--- src/rtl/pic_8259_pkg.sv ---
// ---------------------------------------------------------------------------
// pic_8259_pkg
// Shared constants and bit-vector helpers for the 8259A IRR/ISR priority
// block. All priority arithmetic is done in "rank space": the vector is
// rotated so that the highest-priority level lands on bit 0. Inside that
// space a lower bit index means a higher priority.
// ---------------------------------------------------------------------------
package pic_8259_pkg;

  localparam int NUM_IRQ = 8;
  localparam int PRIO_W  = 3;

  // Bit i of the result is vec[(i + n) mod NUM_IRQ].
  function automatic logic [NUM_IRQ-1:0] rotate_right(input logic [NUM_IRQ-1:0] vec,
                                                      input logic [PRIO_W-1:0]  n);
    return NUM_IRQ'({vec, vec} >> n);
  endfunction

  // Inverse of rotate_right: bit i of the result is vec[(i - n) mod NUM_IRQ].
  function automatic logic [NUM_IRQ-1:0] rotate_left(input logic [NUM_IRQ-1:0] vec,
                                                     input logic [PRIO_W-1:0]  n);
    return NUM_IRQ'(({vec, vec} << n) >> NUM_IRQ);
  endfunction

  // Isolates the least-significant set bit; zero in gives zero out.
  function automatic logic [NUM_IRQ-1:0] lowest_set_onehot(input logic [NUM_IRQ-1:0] vec);
    return vec & (~vec + NUM_IRQ'(1));
  endfunction

endpackage

--- src/rtl/priority_resolver_8259.sv ---
// ---------------------------------------------------------------------------
// priority_resolver_8259
// Purely combinational rotating-priority picker. The highest-priority level
// is priority_rotate+1 (mod 8); priority_rotate itself is the lowest.
//
// Ports:
//   request          in  [7:0]  candidate bits
//   priority_rotate  in  [2:0]  lowest-priority level
//   highest          out [7:0]  one-hot highest-priority set bit, 0 if none
// ---------------------------------------------------------------------------
module priority_resolver_8259
  import pic_8259_pkg::*;
(
  input  logic [NUM_IRQ-1:0] request,
  input  logic [PRIO_W-1:0]  priority_rotate,
  output logic [NUM_IRQ-1:0] highest
);

  logic [PRIO_W-1:0] top_level;

  assign top_level = priority_rotate + PRIO_W'(1);

  // Rotate into rank space, pick rank 0-most bit, rotate back.
  assign highest = rotate_left(lowest_set_onehot(rotate_right(request, top_level)), top_level);

endmodule

--- src/rtl/interrupt_request_priority_8259.sv ---
// ---------------------------------------------------------------------------
// interrupt_request_priority_8259
// Interrupt Request Register (IRR), In-Service Register (ISR) and rotating
// priority resolution feeding the 8259A control logic.
//
// Optional build macro: PIC_IRQ_SYNC_EN -- when defined, the IR pins pass
// through a 2-flop synchroniser before edge detection / IRR logic (adds two
// cycles of pin-to-IRR latency). When undefined, pins feed the logic directly.
//
// Ports:
//   clock                            in  system clock
//   reset                            in  synchronous active-high reset
//   interrupt_request_pin            in  [7:0] raw IR7..IR0
//   write_initial_command_word_1     in  ICW1 strobe, clears all state
//   level_or_edge_toriggered_config  in  1 = level, 0 = edge triggered
//   special_fully_nest_config        in  SFNM enable
//   freeze                           in  hold IRR during acknowledge
//   clear_interrupt_request          in  [7:0] one-hot IRR clear
//   interrupt_mask                   in  [7:0] IMR
//   interrupt_special_mask           in  [7:0] special-mask ISR override
//   priority_rotate                  in  [2:0] lowest-priority level
//   latch_in_service                 in  copy interrupt into ISR
//   end_of_interrupt                 in  [7:0] one-hot ISR clear
//   interrupt                        out [7:0] registered one-hot winner
//   highest_level_in_service         out [7:0] one-hot top ISR bit
//   interrupt_request_register       out [7:0] IRR read-back
//   in_service_register              out [7:0] ISR read-back
// ---------------------------------------------------------------------------
module interrupt_request_priority_8259 #(
  parameter int NUM_IRQ = 8,
  parameter int PRIO_W  = 3
) (
  input  logic               clock,
  input  logic               reset,
  input  logic [NUM_IRQ-1:0] interrupt_request_pin,
  input  logic               write_initial_command_word_1,
  input  logic               level_or_edge_toriggered_config,
  input  logic               special_fully_nest_config,
  input  logic               freeze,
  input  logic [NUM_IRQ-1:0] clear_interrupt_request,
  input  logic [NUM_IRQ-1:0] interrupt_mask,
  input  logic [NUM_IRQ-1:0] interrupt_special_mask,
  input  logic [PRIO_W-1:0]  priority_rotate,
  input  logic               latch_in_service,
  input  logic [NUM_IRQ-1:0] end_of_interrupt,
  output logic [NUM_IRQ-1:0] interrupt,
  output logic [NUM_IRQ-1:0] highest_level_in_service,
  output logic [NUM_IRQ-1:0] interrupt_request_register,
  output logic [NUM_IRQ-1:0] in_service_register
);

  import pic_8259_pkg::*;

  if (NUM_IRQ != 8 || PRIO_W != 3) begin : g_bad_param
    $error("interrupt_request_priority_8259 supports only NUM_IRQ=8, PRIO_W=3");
  end

  logic [NUM_IRQ-1:0] ir;
  logic [NUM_IRQ-1:0] prev_ir;
  logic [NUM_IRQ-1:0] irr;
  logic [NUM_IRQ-1:0] irr_next;
  logic [NUM_IRQ-1:0] isr;
  logic [NUM_IRQ-1:0] isr_next;
  logic [NUM_IRQ-1:0] interrupt_next;
  logic [NUM_IRQ-1:0] request_highest;
  logic [NUM_IRQ-1:0] request_rank;
  logic [NUM_IRQ-1:0] block_rank;
  logic [PRIO_W-1:0]  top_level;

`ifdef PIC_IRQ_SYNC_EN
  logic [NUM_IRQ-1:0] sync_q1;
  logic [NUM_IRQ-1:0] sync_q2;

  // NOTE: sequential state uses non-blocking assignments so every flop
  // samples the pre-edge value; blocking here would collapse the two stages.
  always_ff @(posedge clock) begin
    if (reset) begin
      sync_q1 <= '0;
      sync_q2 <= '0;
    end else begin
      sync_q1 <= interrupt_request_pin;
      sync_q2 <= sync_q1;
    end
  end

  assign ir = sync_q2;
`else
  assign ir = interrupt_request_pin;
`endif

  // IRR next state. Clear always applies, even while frozen, and beats set.
  // NOTE: the default assignment first guarantees no latch is inferred on
  // paths (freeze high) where the if-branches do not assign.
  always_comb begin
    irr_next = irr & ~clear_interrupt_request;
    if (!freeze) begin
      if (level_or_edge_toriggered_config) begin
        irr_next = ir & ~clear_interrupt_request;
      end else begin
        // Set on a rising edge, hold while the pin stays high, drop when low.
        irr_next = ir & (irr | ~prev_ir) & ~clear_interrupt_request;
      end
    end
  end

  priority_resolver_8259 u_request_resolver (
    .request         (irr & ~interrupt_mask),
    .priority_rotate (priority_rotate),
    .highest         (request_highest)
  );

  priority_resolver_8259 u_in_service_resolver (
    .request         (isr),
    .priority_rotate (priority_rotate),
    .highest         (highest_level_in_service)
  );

  // Compare the winning request and the blocking ISR level in rank space,
  // where a numerically smaller one-hot value is a higher priority.
  assign top_level    = priority_rotate + PRIO_W'(1);
  assign request_rank = rotate_right(request_highest, top_level);
  assign block_rank   = lowest_set_onehot(rotate_right(isr & ~interrupt_special_mask, top_level));

  always_comb begin
    interrupt_next = '0;
    if (request_highest != '0) begin
      if ((block_rank == '0) ||
          (request_rank < block_rank) ||
          (special_fully_nest_config && (request_rank == block_rank))) begin
        interrupt_next = request_highest;
      end
    end
  end

  // Latch is OR-ed in after the EOI clear, so it wins on the same bit.
  assign isr_next = (isr & ~end_of_interrupt) |
                    (latch_in_service ? interrupt : '0);

  always_ff @(posedge clock) begin
    if (reset || write_initial_command_word_1) begin
      prev_ir   <= '0;
      irr       <= '0;
      isr       <= '0;
      interrupt <= '0;
    end else begin
      prev_ir   <= ir;
      irr       <= irr_next;
      isr       <= isr_next;
      interrupt <= interrupt_next;
    end
  end

  assign interrupt_request_register = irr;
  assign in_service_register        = isr;

endmodule

--- config.mk ---
export PLATFORM = sky130hd
export DESIGN_NAME = interrupt_request_priority_8259
export DESIGN_NICKNAME = d
export VERILOG_FILES = /design/src/rtl/pic_8259_pkg.sv /design/src/rtl/priority_resolver_8259.sv /design/src/rtl/interrupt_request_priority_8259.sv
export SDC_FILE = /design/constraint.sdc
export NUM_CORES = 1
export LEC_CHECK = 0
export ABC_AREA = 1
export BUFFER_PORTS_ARGS = -buffer_cell sky130_fd_sc_hd__buf_2
export CAP_MARGIN = 0
export CORE_AREA = 2 2 74 90
export CTS_CLUSTER_DIAMETER = 40
export DETAILED_ROUTE_END_ITERATION = 10
export DIE_AREA = 0 0 76 92
export PLACE_DENSITY = 0.79
export SLEW_MARGIN = 5
export SYNTH_ARGS = -nofsm -noshare
export SYNTH_HDL_FRONTEND = slang
export SYNTH_SLANG_ARGS = --single-unit
--- constraint.sdc ---
create_clock -name clock -period 3.7 [get_ports clock]
set_clock_uncertainty 0.05 [all_clocks]
set_input_delay 0.37 -clock clock [delete_from_list [all_inputs] [get_ports clock]]
set_output_delay 0.37 -clock clock [all_outputs]
set_load 0.01 [all_outputs]
==> flow_summary.ini <==
[power]
pwr_density_cell_nw_per_um2 = 330
vdd_ir_drop_max_v = 0.000611
leakage_nw = 1.96

[timing]
finalCritPeriodShare = 0.867
slew_viol_final = 0
hold_violations = 0
fmax_mhz = 312
min_period_ns = 3.21
finalHoldWorstSlack_ns = 0.213
rsz0062_at_grt = false
setup_viol = 0
finalSetupTns_ns = 0
worst_pin_slew_ns = 0.812
relSlewSlack = 0.458

[die]
die-area_um2 = 6990
core_region_area_um2 = 6210
ios = 82
start_util = 0.531
die_x_um = 76
rows = 32
die_height_um = 92

[worst_setup_path]
setup.worst_path.end_class = output pin
rr_worst_depth = 18
path_cells = buf_2 -> buf_4 -> inv_4 -> o21ai_0 -> o21ai_0 -> inv_1 -> nand2_2 -> o21ai_2 -> nor2_2 -> nand2_1 -> nor2_2 -> nand2_1 -> nor2_1 -> nand2_1 -> o21ai_1 -> or2_1 -> nand3_1 -> nand2_1 -> buf_2
crit_required_ns = 3.28
critPathKind = primary input to output pin
crit_path_frequent_cell = nand2_1
rrSetupSlack_ns = 0.78
max_stage_delay_ns = 0.34
cp_slowest_cell = inv_4
arrival_ns = 2.79
cp_max_fo = 41
start_kind = primary input
timing.critical_path.max_delay_family = simple AND/OR/NAND/NOR gates
crit_cells = 19
cp_num_buf_inv = 5

[placement]
gp_congestion = 0.882
place_hpwl_mm = 6.63
io_buffers = 81

[global_route]
grt_pass1_vias = 3360
grt_max_degree = 42
gr-total-overflow = 0
antenna_found_initial = 0
grtUsageTotal = 0.250
grt_pass1_wl_mm = 14.7

[layout]
area_delta_synth_final_pct = 13.9
fin_nets = 665
n_fill_cell = 618
multi_input_area_um2 = 2220
seq_area_um2 = 641
diodes = 0
post-route-util = 0.604
drive_gt1_frac = 0.257

[detailed_routing]
wire_per_inst_um = 12.3
route.detailed.vias_per_inst = 5.29
num_vias = 3662
detail_route.iter0.violations = 246
dr.pass1.iters = 5
drc = 0
ant_nets = 0
wl_mm = 8.49

[clocking]
clockBufferDepth = 2
ctsHoldBuffers = 0
cts_buffers = 5
cts.sinks = 32
worst_skew_pair.late_latency_ns = 0.28
htree_levels = 2
cts-root-buf = clkbuf_8
postCtsSetupRepairBufs = 0
clk_pin_slew_ns = 0.06
cts-resized-gates = 0
cts_tree = built

[outcome]
status = completed

[min_path]
worstHoldPathCells = 2
hp-class = primary input to flop

[job]
maxCapViolCount = 0

[yosys]
seq_area_frac_synth = 0.194
synth_edf_count = 0
ys.flop_type = dfxtp_1
syn-instance-count = 541
synthesis.nets = 600
async_reset_ff_frac = 0
yosys_warnings = 0
synth-seq-cells = 32
syn_avg_cell_area_um2 = 6.09
synth_cell_types = 41
synth_area_um2 = 3290
==> Yosys cell counts, types with 2 or more instances <==
| library cell | instances | area [µm²] |
|---|---|---|
| nand3_1 | 74 | 370 |
| dfxtp_1 | 32 | 641 |
| mux2i_2 | 2 | 27.5 |
| mux2i_1 | 4 | 40.0 |
| o211ai_1 | 3 | 22.5 |
| nand3_2 | 6 | 60.1 |
| o21ai_1 | 21 | 105 |
| a2111oi_0 | 8 | 70.1 |
| buf_6 | 8 | 90.1 |
| buf_1 | 4 | 15.0 |
| or2_2 | 3 | 18.8 |
| ha_1 | 9 | 113 |
| a2bb2oi_1 | 4 | 35.0 |
| nor2_4 | 2 | 22.5 |
| buf_2 | 8 | 40.0 |
| o21ai_0 | 22 | 110 |
| a21oi_1 | 17 | 85.1 |
| nand2_2 | 11 | 68.8 |
| clkbuf_1 | 4 | 15.0 |
| inv_1 | 57 | 214 |
| inv_4 | 2 | 12.5 |
| nand2_1 | 169 | 634 |
| buf_4 | 4 | 30.0 |
| o21ai_2 | 8 | 70.1 |
| inv_2 | 4 | 15.0 |
| nor2_1 | 25 | 93.8 |
| nand2_4 | 2 | 22.5 |
| nor2_2 | 15 | 93.8 |
==> cells in the final DEF (no fill, tap or decap), types with 2 or more instances in the layout <==
master      synthesis  layout
o21ai_1            21      21
nand2_4             2       2
buf_2               8      81
nor2_1             25      25
mux2i_1             4       4
nand3_2             6       6
nand3_1            74      74
nand2_2            11      11
inv_1              57      57
o21ai_2             8       8
clkbuf_8            0       6
nor2_2             15      15
clkinvlp_4          0       2
a2111oi_0           8       8
buf_4               4       5
o21ai_0            22      22
or2_2               3       3
dfxtp_1            32      32
a21oi_1            17      17
ha_1                9       9
nor2_4              2       2
a2bb2oi_1           4       4
mux2i_2             2       2
inv_2               4       4
inv_4               2       2
nand2_1           169     169
o211ai_1            3       3
==> per-layer routing <==
metal,track usage,up-vias,wire length (µm)
li1,-,1887,-
met1,0.313,1661,3750
met5,0,-,0
met2,0.444,105,4160
met4,0.100,0,133
met3,0.0197,9,446
==> logic make-up (layout without fill, tap and decap cells) <==
group | count (synthesis) | count (layout) | synth area share
xor+xnor | 1 | 1 | 0.00836
flops | 32 | 32 | 0.194
simple gates | 315 | 315 | 0.447
fa+ha+maj | 9 | 9 | 0.0342
compound gates | 86 | 86 | 0.158
buf+inv | 91 | 157 | 0.131
mux | 7 | 7 | 0.0273
==> sequential cells by signal (all words and copies together) (netlist names) <==
name / flops
prev_ir: 8
interrupt_request_register: 8
interrupt: 8
in_service_register: 8
==> stage by stage <==
stage / worst slack [ns] / power [mW] / instance area, µm² / instances
6_report: 0.491 / 1.24 / 3750 / 692
5_1_grt: 0.144 / 1.34 / 3750 / 692
4_1_cts: 0.502 / 1.24 / 3750 / 692
3_5_place_dp: 0.293 / 0.962 / 3650 / 684
3_3_place_gp: 0.381 / 0.950 / 3650 / 684
2_1_floorplan: 0.635 / 0.844 / 3290 / 541
==> report_power, final <==
group | switching, mW | leakage (nW) | internal [mW]
Combinational | 0.376 | 1.66 | 0.210
Sequential | 0.0120 | 0.260 | 0.362
Clock | 0.125 | 0.0434 | 0.150
==> worst paths after layout <==
check | from | endpoint
min | clear_interrupt_request[1] | interrupt_request_register[1]
max | priority_rotate[0] | highest_level_in_service[7]
max reg2reg | in_service_register[7] | interrupt[4]
min reg2reg | interrupt[4] | in_service_register[4]
==> layout make-up <==
class | count | area share
clock buffer | 6 | 0.0220
timing repair buffer | 86 | 0.118
clock inverter | 2 | 0.00400
tap | 85 | 0.0284
sequential | 32 | 0.171
multi-input combinational | 418 | 0.592
inverter | 63 | 0.0644
(Power assumes the default switching activity.)
